File: src/rtl/sprite_arb_pkg.sv
// Shared definitions for the sprite ROM arbiter.
//   NUM_REQ      : number of pixel-fetch requesters sharing the ROM
//   REQ_*        : requester indices (Mario, Goomba, ground tile)
//   texel_t      : one {R,G,B} texel as stored in the sprite ROM
//   rd_tag_t     : in-flight read tag (valid + one-hot requester id)
package sprite_arb_pkg;

    localparam int NUM_REQ    = 3;
    localparam int REQ_MARIO  = 0;
    localparam int REQ_GOMBA  = 1;
    localparam int REQ_GROUND = 2;

    typedef logic [23:0] texel_t;

    typedef struct packed {
        logic               vld;
        logic [NUM_REQ-1:0] id;
    } rd_tag_t;

endpackage

File: src/rtl/rr_arbiter.sv
// Request arbiter for the sprite ROM.
//   Clk      in   clock
//   Reset_n  in   asynchronous active-low reset
//   req      in   per-requester request vector
//   gnt      out  one-hot grant, combinational, forced to 0 during reset
// Build option: SPRITE_ARB_FIXED_PRIO_EN selects fixed priority (lowest
// index wins, no pointer). Default build is round-robin with a pointer that
// moves to the slot after the last granted requester.
module rr_arbiter
    import sprite_arb_pkg::*;
(
    input  logic               Clk,
    input  logic               Reset_n,
    input  logic [NUM_REQ-1:0] req,
    output logic [NUM_REQ-1:0] gnt
);

    localparam int PTR_W = (NUM_REQ > 1) ? $clog2(NUM_REQ) : 1;

    logic [NUM_REQ-1:0] gnt_raw;

`ifdef SPRITE_ARB_FIXED_PRIO_EN

    logic found;

    always_comb begin
        gnt_raw = '0;
        found   = 1'b0;
        for (int k = 0; k < NUM_REQ; k++) begin
            if (!found && req[k]) begin
                gnt_raw[k] = 1'b1;
                found      = 1'b1;
            end
        end
    end

`else

    localparam int SUM_W = PTR_W + 1;

    logic [PTR_W-1:0] ptr_q, ptr_d;
    logic [PTR_W-1:0] idx;
    logic [SUM_W-1:0] sum;
    logic             found;

    // Walk the requesters starting at ptr_q, wrapping past NUM_REQ-1 to 0;
    // the first active request wins and the pointer moves just past it.
    always_comb begin
        gnt_raw = '0;
        ptr_d   = ptr_q;
        found   = 1'b0;
        sum     = '0;
        idx     = '0;
        for (int k = 0; k < NUM_REQ; k++) begin
            sum = {1'b0, ptr_q} + SUM_W'(k);
            if (sum >= SUM_W'(NUM_REQ)) begin
                sum = sum - SUM_W'(NUM_REQ);
            end
            idx = sum[PTR_W-1:0];
            if (!found && req[idx]) begin
                gnt_raw[idx] = 1'b1;
                found        = 1'b1;
                ptr_d        = (idx == PTR_W'(NUM_REQ - 1)) ? '0 : idx + 1'b1;
            end
        end
    end

    always_ff @(posedge Clk or negedge Reset_n) begin
        if (!Reset_n) begin
            ptr_q <= '0;
        end else begin
            ptr_q <= ptr_d;
        end
    end

`endif

    assign gnt = Reset_n ? gnt_raw : '0;

endmodule

File: src/rtl/sprite_rom_arbiter.sv
// Shares one synchronous-read sprite ROM between the Mario, Goomba and
// ground-tile pixel fetchers and routes returned texels back to them.
//   Clk        in   clock
//   Reset_n    in   asynchronous active-low reset
//   req        in   per-requester read request (held with address until gnt)
//   req_addr   in   packed addresses, requester i at [i*ADDR_W +: ADDR_W]
//   gnt        out  one-hot grant, same cycle as req
//   rsp_valid  out  one-hot, one-cycle pulse naming the owner of rsp_data
//   rsp_data   out  returned texel (live ROM data while rsp_valid, else held)
//   rom_rd     out  registered ROM read strobe
//   rom_addr   out  registered ROM address
//   rom_data   in   ROM data, valid ROM_LAT cycles after rom_rd
// Build option: SPRITE_ARB_FIXED_PRIO_EN (see rr_arbiter) switches the
// arbitration to fixed priority; timing and routing are unchanged.
module sprite_rom_arbiter
    import sprite_arb_pkg::*;
#(
    parameter int ADDR_W  = 19,
    parameter int DATA_W  = 24,
    parameter int ROM_LAT = 2
) (
    input  logic                      Clk,
    input  logic                      Reset_n,
    input  logic [NUM_REQ-1:0]        req,
    input  logic [NUM_REQ*ADDR_W-1:0] req_addr,
    output logic [NUM_REQ-1:0]        gnt,
    output logic [NUM_REQ-1:0]        rsp_valid,
    output logic [DATA_W-1:0]         rsp_data,
    output logic                      rom_rd,
    output logic [ADDR_W-1:0]         rom_addr,
    input  logic [DATA_W-1:0]         rom_data
);

    logic              rom_rd_q, rom_rd_d;
    logic [ADDR_W-1:0] rom_addr_q, rom_addr_d;
    logic [ADDR_W-1:0] addr_sel;
    logic [DATA_W-1:0] rsp_data_q;
    rd_tag_t           tag_d;
    rd_tag_t           tag_q [ROM_LAT+1];
    rd_tag_t           rsp_tag;

    rr_arbiter u_arb (
        .Clk     (Clk),
        .Reset_n (Reset_n),
        .req     (req),
        .gnt     (gnt)
    );

    // gnt is one-hot, so an OR of the masked addresses is the mux.
    always_comb begin
        addr_sel = '0;
        for (int i = 0; i < NUM_REQ; i++) begin
            if (gnt[i]) begin
                addr_sel = addr_sel | req_addr[i*ADDR_W +: ADDR_W];
            end
        end
    end

    always_comb begin
        rom_rd_d   = |gnt;
        rom_addr_d = (|gnt) ? addr_sel : rom_addr_q;
        tag_d.vld  = |gnt;
        tag_d.id   = gnt;
    end

    always_ff @(posedge Clk or negedge Reset_n) begin
        if (!Reset_n) begin
            rom_rd_q   <= 1'b0;
            rom_addr_q <= '0;
        end else begin
            rom_rd_q   <= rom_rd_d;
            rom_addr_q <= rom_addr_d;
        end
    end

    // Stage 0 lines up with rom_rd; stage ROM_LAT lines up with rom_data.
    always_ff @(posedge Clk or negedge Reset_n) begin
        if (!Reset_n) begin
            for (int s = 0; s <= ROM_LAT; s++) begin
                tag_q[s] <= '0;
            end
        end else begin
            tag_q[0] <= tag_d;
            for (int s = 1; s <= ROM_LAT; s++) begin
                tag_q[s] <= tag_q[s-1];
            end
        end
    end

    assign rsp_tag = tag_q[ROM_LAT];

    always_ff @(posedge Clk or negedge Reset_n) begin
        if (!Reset_n) begin
            rsp_data_q <= '0;
        end else if (rsp_tag.vld) begin
            rsp_data_q <= rom_data;
        end
    end

    assign rsp_valid = rsp_tag.vld ? rsp_tag.id : '0;
    assign rsp_data  = rsp_tag.vld ? rom_data : rsp_data_q;
    assign rom_rd    = rom_rd_q;
    assign rom_addr  = rom_addr_q;

endmodule
File: config.mk
export PLATFORM = sky130hd
export DESIGN_NAME = sprite_rom_arbiter
export DESIGN_NICKNAME = d
export VERILOG_FILES = /design/src/rtl/sprite_arb_pkg.sv /design/src/rtl/rr_arbiter.sv /design/src/rtl/sprite_rom_arbiter.sv
export SDC_FILE = /design/constraint.sdc
export NUM_CORES = 1
export LEC_CHECK = 0
export BUFFER_PORTS_ARGS = -buffer_cell sky130_fd_sc_hd__buf_4
export CORE_UTILIZATION = 30
export CTS_BUF_LIST = sky130_fd_sc_hd__clkbuf_8
export DETAILED_ROUTE_END_ITERATION = 6
export MAX_ROUTING_LAYER = met4
export PLACE_DENSITY = 0.65
export SYNTH_ARGS = -nofsm -noshare
export SYNTH_HDL_FRONTEND = slang
export SYNTH_SLANG_ARGS = --single-unit
File: constraint.sdc
create_clock -name Clk -period 2.5 [get_ports Clk]
set_input_delay 0.25 -clock Clk [delete_from_list [all_inputs] [get_ports Clk]]
set_output_delay 0.25 -clock Clk [all_outputs]
set_load 0.02 [all_outputs]
### Word-level counts from Yosys, hierarchy flattened

Index checks and enable logic that the tools add are counted.

| storage, ports and cells | value |
|---|---|
| word-level logic and storage cells | 74 |
| bits in latches | 0 |
| memory bits (writable) | 0 |
| memories kept | 0 |
| ROM bits | 0 |
| output and inout bits | 50 |
| flip-flop bits (word level) | 57 |
| bits of input ports | 86 |

| cells by class | value |
|---|---|
| divide/modulo/power cells | 0 |
| multiplexer cells | 32 |
| add/subtract/negate cells | 8 |
| order comparisons | 9 |
| multipliers | 0 |
| reductions and logical operators | 9 |
| shifts and indexed selects | 0 |
| bitwise gates (word level) | 4 |
| equality and inequality tests | 3 |

Operators with widths:

| cell | number |
|---|---|
| 2-to-1 mux 19 bit | 3 |
| bitwise OR 19 bit | 2 |
| 2-to-1 mux 24 bit | 1 |
| 2-to-1 mux 2 bit | 9 |
| 2-to-1 mux 3 bit | 5 |
| < comparator 2 x 3 -> 1 bit, second input constant | 3 |
| 2-to-1 mux 1 bit | 8 |
| adder 2 x 1 -> 2 bit, second input constant | 3 |
| binary-select mux 1 bit (select 2 bit) | 3 |
| demux 1 bit (select 2 bit) | 3 |
| == test 2 bit, second input constant | 3 |
| greater-or-equal comparator 2 x 1 -> 1 bit, second input constant | 3 |
| greater-or-equal comparator 3 x 2 -> 1 bit, second input constant | 2 |
| bitwise OR 3 bit | 2 |
| subtractor 2 bit, second input constant | 3 |
| logical AND 1 bit | 5 |
| adder 2 x 1 -> 3 bit, second input constant | 1 |
| adder 2 x 2 -> 3 bit, second input constant | 1 |
| nonzero test 3 bit | 1 |
| OR reduction 3 bit | 1 |
| greater-or-equal comparator 2 bit, second input constant | 1 |
| zero test 1 bit | 2 |

### Logic depth before layout (Yosys ltp)

Gate-level depths: netlist (run 1).

| depth | value |
|---|---|
| depth after elaboration | 17 |
| depth in mapped cells | 10 |
| gate-level depth less buffers | 8 |

### Cells and area by module

Synthesis (run 1) repeated with hierarchy kept, for this count alone.

| second synthesis, totals | value |
|---|---|
| cells, all modules | 208 |
| area total of the unflattened synthesis | 2610.0 µm² |

By module, submodules not included:

| module | area an instance (µm²) | times used | seq. area each (µm²) | cells an instance |
|---|---|---|---|---|
| sprite_rom_arbiter | 2197.1 | 1 | 1376.3 | 157 |
| rr_arbiter | 412.9 | 1 | 50.0 | 51 |

### Worst setup path after synthesis (run 1)

No wires, ideal clock.

| path | value |
|---|---|
| path kind | register to register |
| from | register u_arb.ptr_q[1] |
| to | register rom_addr_q[0] (netlist: rom_addr[0]) |
| required time | 2.374 ns |
| cell stages (with the launch flop) | 11 |
| period minus slack after synthesis | 2.384 ns |
| arrival | 2.258 ns |
| slack | 0.116 ns |
| path through | dfrtp_1 inv_1 ha_1 buf_6 nand2b_4 mux2_4 a211oi_2 nor3b_1 buf_6 a221o_1 a221o_1 |

RTL lines:

| item | RTL line | source |
|---|---|---|
| start: declaration | rr_arbiter.sv:41 | `logic [PTR_W-1:0] ptr_q, ptr_d;` |
| start signal: assignment | rr_arbiter.sv:72 | `ptr_q <= ptr_d;` |
| adder 2 x 1 -> 3 bit, or another cell as far along | rr_arbiter.sv:55 | `sum = {1'b0, ptr_q} + SUM_W'(k);` |
| greater-or-equal comparator 3 x 2 -> 1 bit, or another cell as far along | rr_arbiter.sv:56 | `if (sum >= SUM_W'(NUM_REQ)) begin` |
| 2-to-1 mux 2 bit, or another cell as far along | rr_arbiter.sv:56 |  |
| < comparator 2 x 3 -> 1 bit (not written as such), or another cell as far along | rr_arbiter.sv:61 | `gnt_raw[idx] = 1'b1;` |
| logical AND 1 bit (not written as such), or another cell as far along | rr_arbiter.sv:61 |  |
| 2-to-1 mux 1 bit (not written as such), or another cell as far along | rr_arbiter.sv:61 |  |
| demux 1 bit (select 2 bit), or another cell as far along | -- |  |
| bitwise OR 3 bit (no source line) / 2-to-1 mux 1 bit (equally long branches) | -- |  |
| 2-to-1 mux 3 bit / zero test 1 bit (equally long branches) | rr_arbiter.sv:60 | `if (!found && req[idx]) begin` |
| bitwise OR 3 bit (no source line) / logical AND 1 bit (equally long branches) | -- |  |
| 2-to-1 mux 3 bit (*) | rr_arbiter.sv:60 |  |
| 2-to-1 mux 3 bit (*) | rr_arbiter.sv:78 | `assign gnt = Reset_n ? gnt_raw : '0;` |
| via gnt[2] | sprite_rom_arbiter.sv:26 | `output logic [NUM_REQ-1:0] gnt,` |
| OR reduction 3 bit / 2-to-1 mux 19 bit (equally long branches) | sprite_rom_arbiter.sv:61, sprite_rom_arbiter.sv:53 |  |
| end signal: assignment | sprite_rom_arbiter.sv:72 | `rom_addr_q <= rom_addr_d;` |
| end: declaration | sprite_rom_arbiter.sv:35 | `logic [ADDR_W-1:0] rom_addr_q, rom_addr_d;` |

The timed path passes the listed nets; every way through them passes the cells marked *. The select of a mux whose other input is x is not followed.
A chain may end at the register's enable or synchronous reset.

### Final worst setup path (run 1)

| path | value |
|---|---|
| from | register u_arb.ptr_q[0] |
| to | output port gnt[0] |

| between the ends | value |
|---|---|
| longest elaborated chain between the ends | 12 |

Ends and longest elaborated chain:

| item | RTL line |
|---|---|
| adder 2 x 1 -> 3 bit, or another cell as far along | rr_arbiter.sv:55 |
| greater-or-equal comparator 3 x 2 -> 1 bit, or another cell as far along | rr_arbiter.sv:56 |
| 2-to-1 mux 2 bit, or another cell as far along | rr_arbiter.sv:56 |
| < comparator 2 x 3 -> 1 bit (not written as such), or another cell as far along | rr_arbiter.sv:61 |
| logical AND 1 bit (not written as such), or another cell as far along | rr_arbiter.sv:61 |
| 2-to-1 mux 1 bit (not written as such), or another cell as far along | rr_arbiter.sv:61 |
| demux 1 bit (select 2 bit), or another cell as far along | -- |
| bitwise OR 3 bit (no source line) / 2-to-1 mux 1 bit (equally long branches) | -- |
| 2-to-1 mux 3 bit / zero test 1 bit (equally long branches) | rr_arbiter.sv:60 |
| bitwise OR 3 bit (no source line) / logical AND 1 bit (equally long branches) | -- |
| 2-to-1 mux 3 bit (*) | rr_arbiter.sv:60 |
| 2-to-1 mux 3 bit (*) | rr_arbiter.sv:78 |
| end: declaration | sprite_rom_arbiter.sv:26 |

Every way passes the cells marked *; elsewhere a longest branch is shown, timed or not. The select of a mux whose other input is x is not followed.

==> results.toml, run 1 <==
[yosys]
syn_nets = 313
synth_seq_cells = 57
synth.avg_cell_area_um2 = 12.3
async_reset_ff_share_pct = 100
synth_edf_count = 0
ys_seq_area_share_pct = 52.1
ys_types = 35
ys_warn_count = 0
synthFlopType = "dfrtp_1"
synth_area_um2 = 2740
syn_inst = 223

[global_route]
grt_pass1_vias = 2460
grt_max_degree = 38
gr-usage-all-layers_pct = 15.9
grt_pass1_wl_mm = 11.8
grt_antenna_before_repair = 0
gr-total-overflow = 0

[timing]
final_hold_viol_count = 0
fin_crit_sh_pct = 97.7
slew_headroom_pct = 69.9
worstMarginPinSlew_ps = 452
fin_crit_ps = 2440
timing.setup.tns_ps = 0
setup_viol = 0
finClkSkew_ps = 13.2
drv_slew = 0
clock.fmax_ghz = 0.410
rsz0062_at_grt = "yes"
holdWs_ps = 146

[power]
combinationalPowerShare_pct = 62.7
switching_share_pct = 39.3
powerDensity_nw_per_um2 = 1540
p_clk_share_pct = 13.7
p_sw_mw = 2.73
p_leak_nw = 2.11
seq_power_share_pct = 23.6
ir_drop_mv = 0.590
p_int_mw = 4.22

[cts]
clk_pin_slew_worst_paths_ps = 80
clock_path_buffers = 2
cts_tree = "built"
cts.sinks = 57
cts_max_level = 3
cts_made_buffers = 9
cts_root_buf = "clkbuf_8"
clk_latency_ps = 330

[floorplan]
rows = 34
die_area_um2 = 9510
die_h_um = 97.5
chipWidth_um = 97.5
num_io_pins = 136
initial_core_util_pct = 31.2
core_area_um2 = 8760

[finish]
nets = 476
mostFrequentLayoutCells = "buf_4 (159), dfrtp_1 (56), a221o_1 (38)"
fin_util_pct = 51.5
layout-drive-gt1-share_pct = 61.1
diodes = 0
syn2layout_area_growth_pct = 64.8
final_common_cell = "buf_4"
stdcell_count = 499

[worst_hold_path]
holdPathStages = 2
hp-class = "primary input to flip-flop"

[flow_run]
drv_cap = 0

[placed_design]
placedCellCount = 468
gp_congestion = 0.937
port_buffers = 135
hpwl_mm = 5.24

[critical_path]
worst_setup_path_start_kind = "flip-flop"
crit_type = "flip-flop to primary output"
cp-end-kind = "primary output"
cpMostUsedCell = "buf_4"
required_ps = 2250
slowest_stage = "dfrtp_2"
cp_max_fo = 8
crit_chain = "buf_4, ha_4, buf_4, nand2b_4, a21oi_2, a2111oi_4, a211oi_4, and2_4, buf_6"
slowest_delay_ps = 450
rr_worst_depth = 9
critPathArrivalTime_ps = 2190

[drt]
vias_per_cell = 5.07
wl_per_cell_um = 15.4
num_vias = 2530
drc = 0
dr.pass1.iters = 4
wirelength_mm = 7.71
dr.first_iter.drc_count = 85
postRouteAntennaNets = 0

[run_status]
status = "finished, final reports clean"
metrics by stage:
stage | cell area, µm² | total power, mW | setup WS (ps)
floorplan | 2740 | 3.83 | 116
detailed placement | 3970 | 5.27 | 14.4
CTS | 4310 | 6.56 | -68.6
global placement | 3970 | 5.22 | 43.7
global route | 4510 | 7.37 | -12.3
finish | 4510 | 6.95 | 58.4
worst paths after layout:
path,to,slack [ps],startpoint
hold reg to reg,tag_q[5]$_DFF_PN0_,340,tag_q[9]$_DFF_PN0_
setup reg to reg,rom_addr[1]$_DFFE_PN0P_,90,u_arb.ptr_q[1]$_DFFE_PN0P_
hold / removal,rom_addr[14]$_DFFE_PN0P_,150,req_addr[14]
max in group asynchronous,tag_q[10]$_DFF_PN0_,1400,Reset_n
setup / recovery,gnt[0],60,u_arb.ptr_q[0]$_DFFE_PN0P_
min in group asynchronous,rom_addr[12]$_DFFE_PN0P_,350,Reset_n
synth_stat cells, types with 2 or more instances:
cell type  number  area share [%]
a211oi_1        2            0.55
a21boi_0        2            0.55
a21oi_1         8             1.5
a221o_1        38              14
and2_1          5             1.1
and3_1          2            0.46
buf_2           4            0.73
buf_6           3             1.2
clkbuf_1       10             1.4
dfrtp_1        57              52
ha_1            4             1.8
inv_1           5            0.69
mux2_2         25              10
mux2i_1         2            0.73
nand2_1         7            0.96
nand2b_1        3            0.69
nor2_1          4            0.55
nor2b_1        21             4.8
nor3_1          2            0.37
o21ai_0         2            0.37
o22ai_1         3            0.69
layer usage:
metal  vias up  GRT usage (%)  part of all wire (%)
met2       123           25.3                    49
li1       1173              -                     -
met5         -              -                     0
met4         0           6.90                   1.3
met1      1220           19.3                    43
met3        14           3.53                   6.8
cell families after synthesis:
logic type                 Yosys count  share of synthesized area, %
AOI/OAI and AO/OA                   63                          20.1
adders and majority gates            4                          1.83
buffers and inverters               23                          4.16
DFF                                 57                          52.1
muxes                               28                          11.6
and+or+nand+nor                     48                          10.2
critical path, delay by kind of cell (launching register included):
| kind | cells | cell delay (ps) |
|---|---|---|
| compound gates | 3 | 490 |
| flops | 1 | 450 |
| buf+inv | 3 | 440 |
| simple gates | 2 | 290 |
| fa+ha+maj | 1 | 180 |
final cells by class:
| cell class | instances | area, µm² |
|---|---|---|
| repair buffers | 170 | 1330 |
| multi-input cells | 143 | 1380 |
| fillers | 790 | 4250 |
| flip-flops and latches | 57 | 1430 |
| inverters | 5 | 25.0 |
| clock inverters | 6 | 82.6 |
| clock buffers | 10 | 138 |
| well taps | 108 | 135 |
state kept, by name (all words and copies together) (netlist names):
signal,flops
rsp_data_q,24
rom_addr,19
tag_q,8
rsp_tag,4
u_arb.ptr_q,2
what timing repair did:
item                       in CTS  in global routing
setup buffers                   5                 11
setup endpoints to repair       4                 23
resized for setup              18                 30
hold buffers                    1                  0
pin swaps                       5                 12
hold endpoints to repair       10                  0
cloned                          0                  1
power groups by stage:
stage | Clock, mW | Combinational, mW | Sequential [mW]
after floorplan | 0 | 2.07 | 1.76
after global placement | 0 | 3.59 | 1.63
after detailed placement | 0 | 3.64 | 1.64
after CTS | 0.983 | 3.94 | 1.64
after global routing | 1.04 | 4.64 | 1.70
final | 0.951 | 4.36 | 1.64
(Power assumes the default switching activity.)
==> inputs of run 2 (changes only) <==
--- a/config.mk
+++ b/config.mk
@@ -6,11 +6,12 @@
 export NUM_CORES = 1
 export LEC_CHECK = 0
 export BUFFER_PORTS_ARGS = -buffer_cell sky130_fd_sc_hd__buf_4
+export CORE_MARGIN = 3
 export CORE_UTILIZATION = 30
 export CTS_BUF_LIST = sky130_fd_sc_hd__clkbuf_8
 export DETAILED_ROUTE_END_ITERATION = 6
 export MAX_ROUTING_LAYER = met4
-export PLACE_DENSITY = 0.65
+export PLACE_DENSITY_LB_ADDON = 0.05
 export SYNTH_ARGS = -nofsm -noshare
 export SYNTH_HDL_FRONTEND = slang
 export SYNTH_SLANG_ARGS = --single-unit
==> results.toml, run 2 (synthesis results as in run 1) <==
[cts]
clock_path_buffers = 2
cts.sinks = 57
cts_tree = "built"
cts_root_buf = "clkbuf_8"
cts_made_buffers = 9
clk_latency_ps = 330
cts_max_level = 3
clk_pin_slew_worst_paths_ps = 80

[timing]
rsz0062_at_grt = "yes"
worstMarginPinSlew_ps = 313
clock.fmax_ghz = 0.412
drv_slew = 0
finClkSkew_ps = 9.82
holdWs_ps = 138
timing.setup.tns_ps = 0
final_hold_viol_count = 0
slew_headroom_pct = 79.2
fin_crit_sh_pct = 97.0
setup_viol = 0
fin_ws_ps = 74.1
fin_crit_ps = 2430

[drt]
drc = 0
dr.pass1.iters = 4
postRouteAntennaNets = 0
dr.first_iter.drc_count = 60
wl_per_cell_um = 16.1
vias_per_cell = 5.03
wirelength_mm = 7.92
num_vias = 2482

[finish]
layout-drive-gt1-share_pct = 60.8
final_common_cell = "buf_4"
diodes = 0
top_register = "rsp_data_q"
nets = 470
syn2layout_area_growth_pct = 64.8
largest_reg_flops = 24
design_area_um2 = 4510
fin_util_pct = 51.2
mostFrequentLayoutCells = "buf_4 (153), dfrtp_1 (55), a221o_1 (38)"
stdcell_count = 493

[floorplan]
core_area_um2 = 8810
chipWidth_um = 102
initial_core_util_pct = 31.1
num_io_pins = 136
die_area_um2 = 10300
die_h_um = 102
rows = 34

[global_route]
gr-usage-all-layers_pct = 15.8
grt_max_degree = 63
grt_antenna_before_repair = 0
grt_pass1_vias = 2391
gr-total-overflow = 0
grt_pass1_wl_mm = 12.2

[critical_path]
rr_worst_depth = 9
cp-end-kind = "primary output"
r2r_start = "u_arb.ptr_q[1]$_DFFE_PN0P_"
required_ps = 2250
crit_start = "u_arb.ptr_q[1]$_DFFE_PN0P_"
critPathArrivalTime_ps = 2180
r2r_setup_slack_ps = 80
worst_setup_path_start_kind = "flip-flop"
crit_type = "flip-flop to primary output"
critPathCapture = "gnt[2]"
regToRegEndpoint = "rom_addr[4]$_DFFE_PN0P_"
cp_max_fo = 21

[flow_run]
drv_cap = 0

[power]
p_leak_nw = 2.10
total_power_mw = 6.84
ir_drop_mv = 0.634
powerDensity_nw_per_um2 = 1520

[placed_design]
dpl_worst_slack_ps = 2.03
port_buffers = 135
placedCellCount = 469
placed_cell_area_um2 = 4000
gp_congestion = 0.821
hpwl_mm = 5.60

[run_status]
status = "finished, final reports clean"

[worst_hold_path]
hp-class = "primary input to flip-flop"
holdPathStages = 2
run 2: power by group:
part | switching [mW] | total, mW | internal, mW
combinational | 2.02 | 4.14 | 2.12
sequential | 0.229 | 1.62 | 1.39
clock | 0.409 | 1.08 | 0.674
total | 2.66 | 6.84 | 4.18
run 2: worst min path at each step:
stage | start | endpoint | slack, ps
floorplan | Reset_n | rom_addr[0]$_DFFE_PN0P_ | -50
global placement | Reset_n | rom_addr[14]$_DFFE_PN0P_ | 140
detailed placement | Reset_n | rom_addr[14]$_DFFE_PN0P_ | 140
CTS | req_addr[6] | rom_addr[6]$_DFFE_PN0P_ | 120
global route | req_addr[6] | rom_addr[6]$_DFFE_PN0P_ | 110
finish | req_addr[12] | rom_addr[12]$_DFFE_PN0P_ | 140
run 2: what timing repair did:
action                                  in CTS  in global routing
pin swaps                                    4                  8
endpoints found under the hold margin        8                  0
endpoints found under the setup margin       5                 22
setup buffers                                3                  5
gates resized for setup                     17                 25
cloned                                       0                  0
hold buffers                                 1                  0
run 2: area by class of cell:
cell class / instances / area (µm²)
clock inverter: 7 / 125
fill: 794 / 4290
timing repair buffer: 164 / 1310
tap: 108 / 135
clock buffer: 9 / 124
inverter: 5 / 27.5
multi-input combinational: 143 / 1370
sequential: 57 / 1430
run 2: routing by layer:
layer / global-route usage (%) / vias up / wire, µm
li1: - / 1165 / -
met1: 20.6 / 1205 / 3540
met2: 23.4 / 101 / 3700
met3: 4.06 / 11 / 571
met4: 6.34 / 0 / 106
met5: - / - / 0
run 2: critical path: stages (launching register included):
cell and delay (ps):
dfrtp_2 470, inv_4 110, ha_4 140, nand2b_4 130, mux2_4 310, a211oi_4 260
nor3b_2 90, buf_12 170, buf_4 160
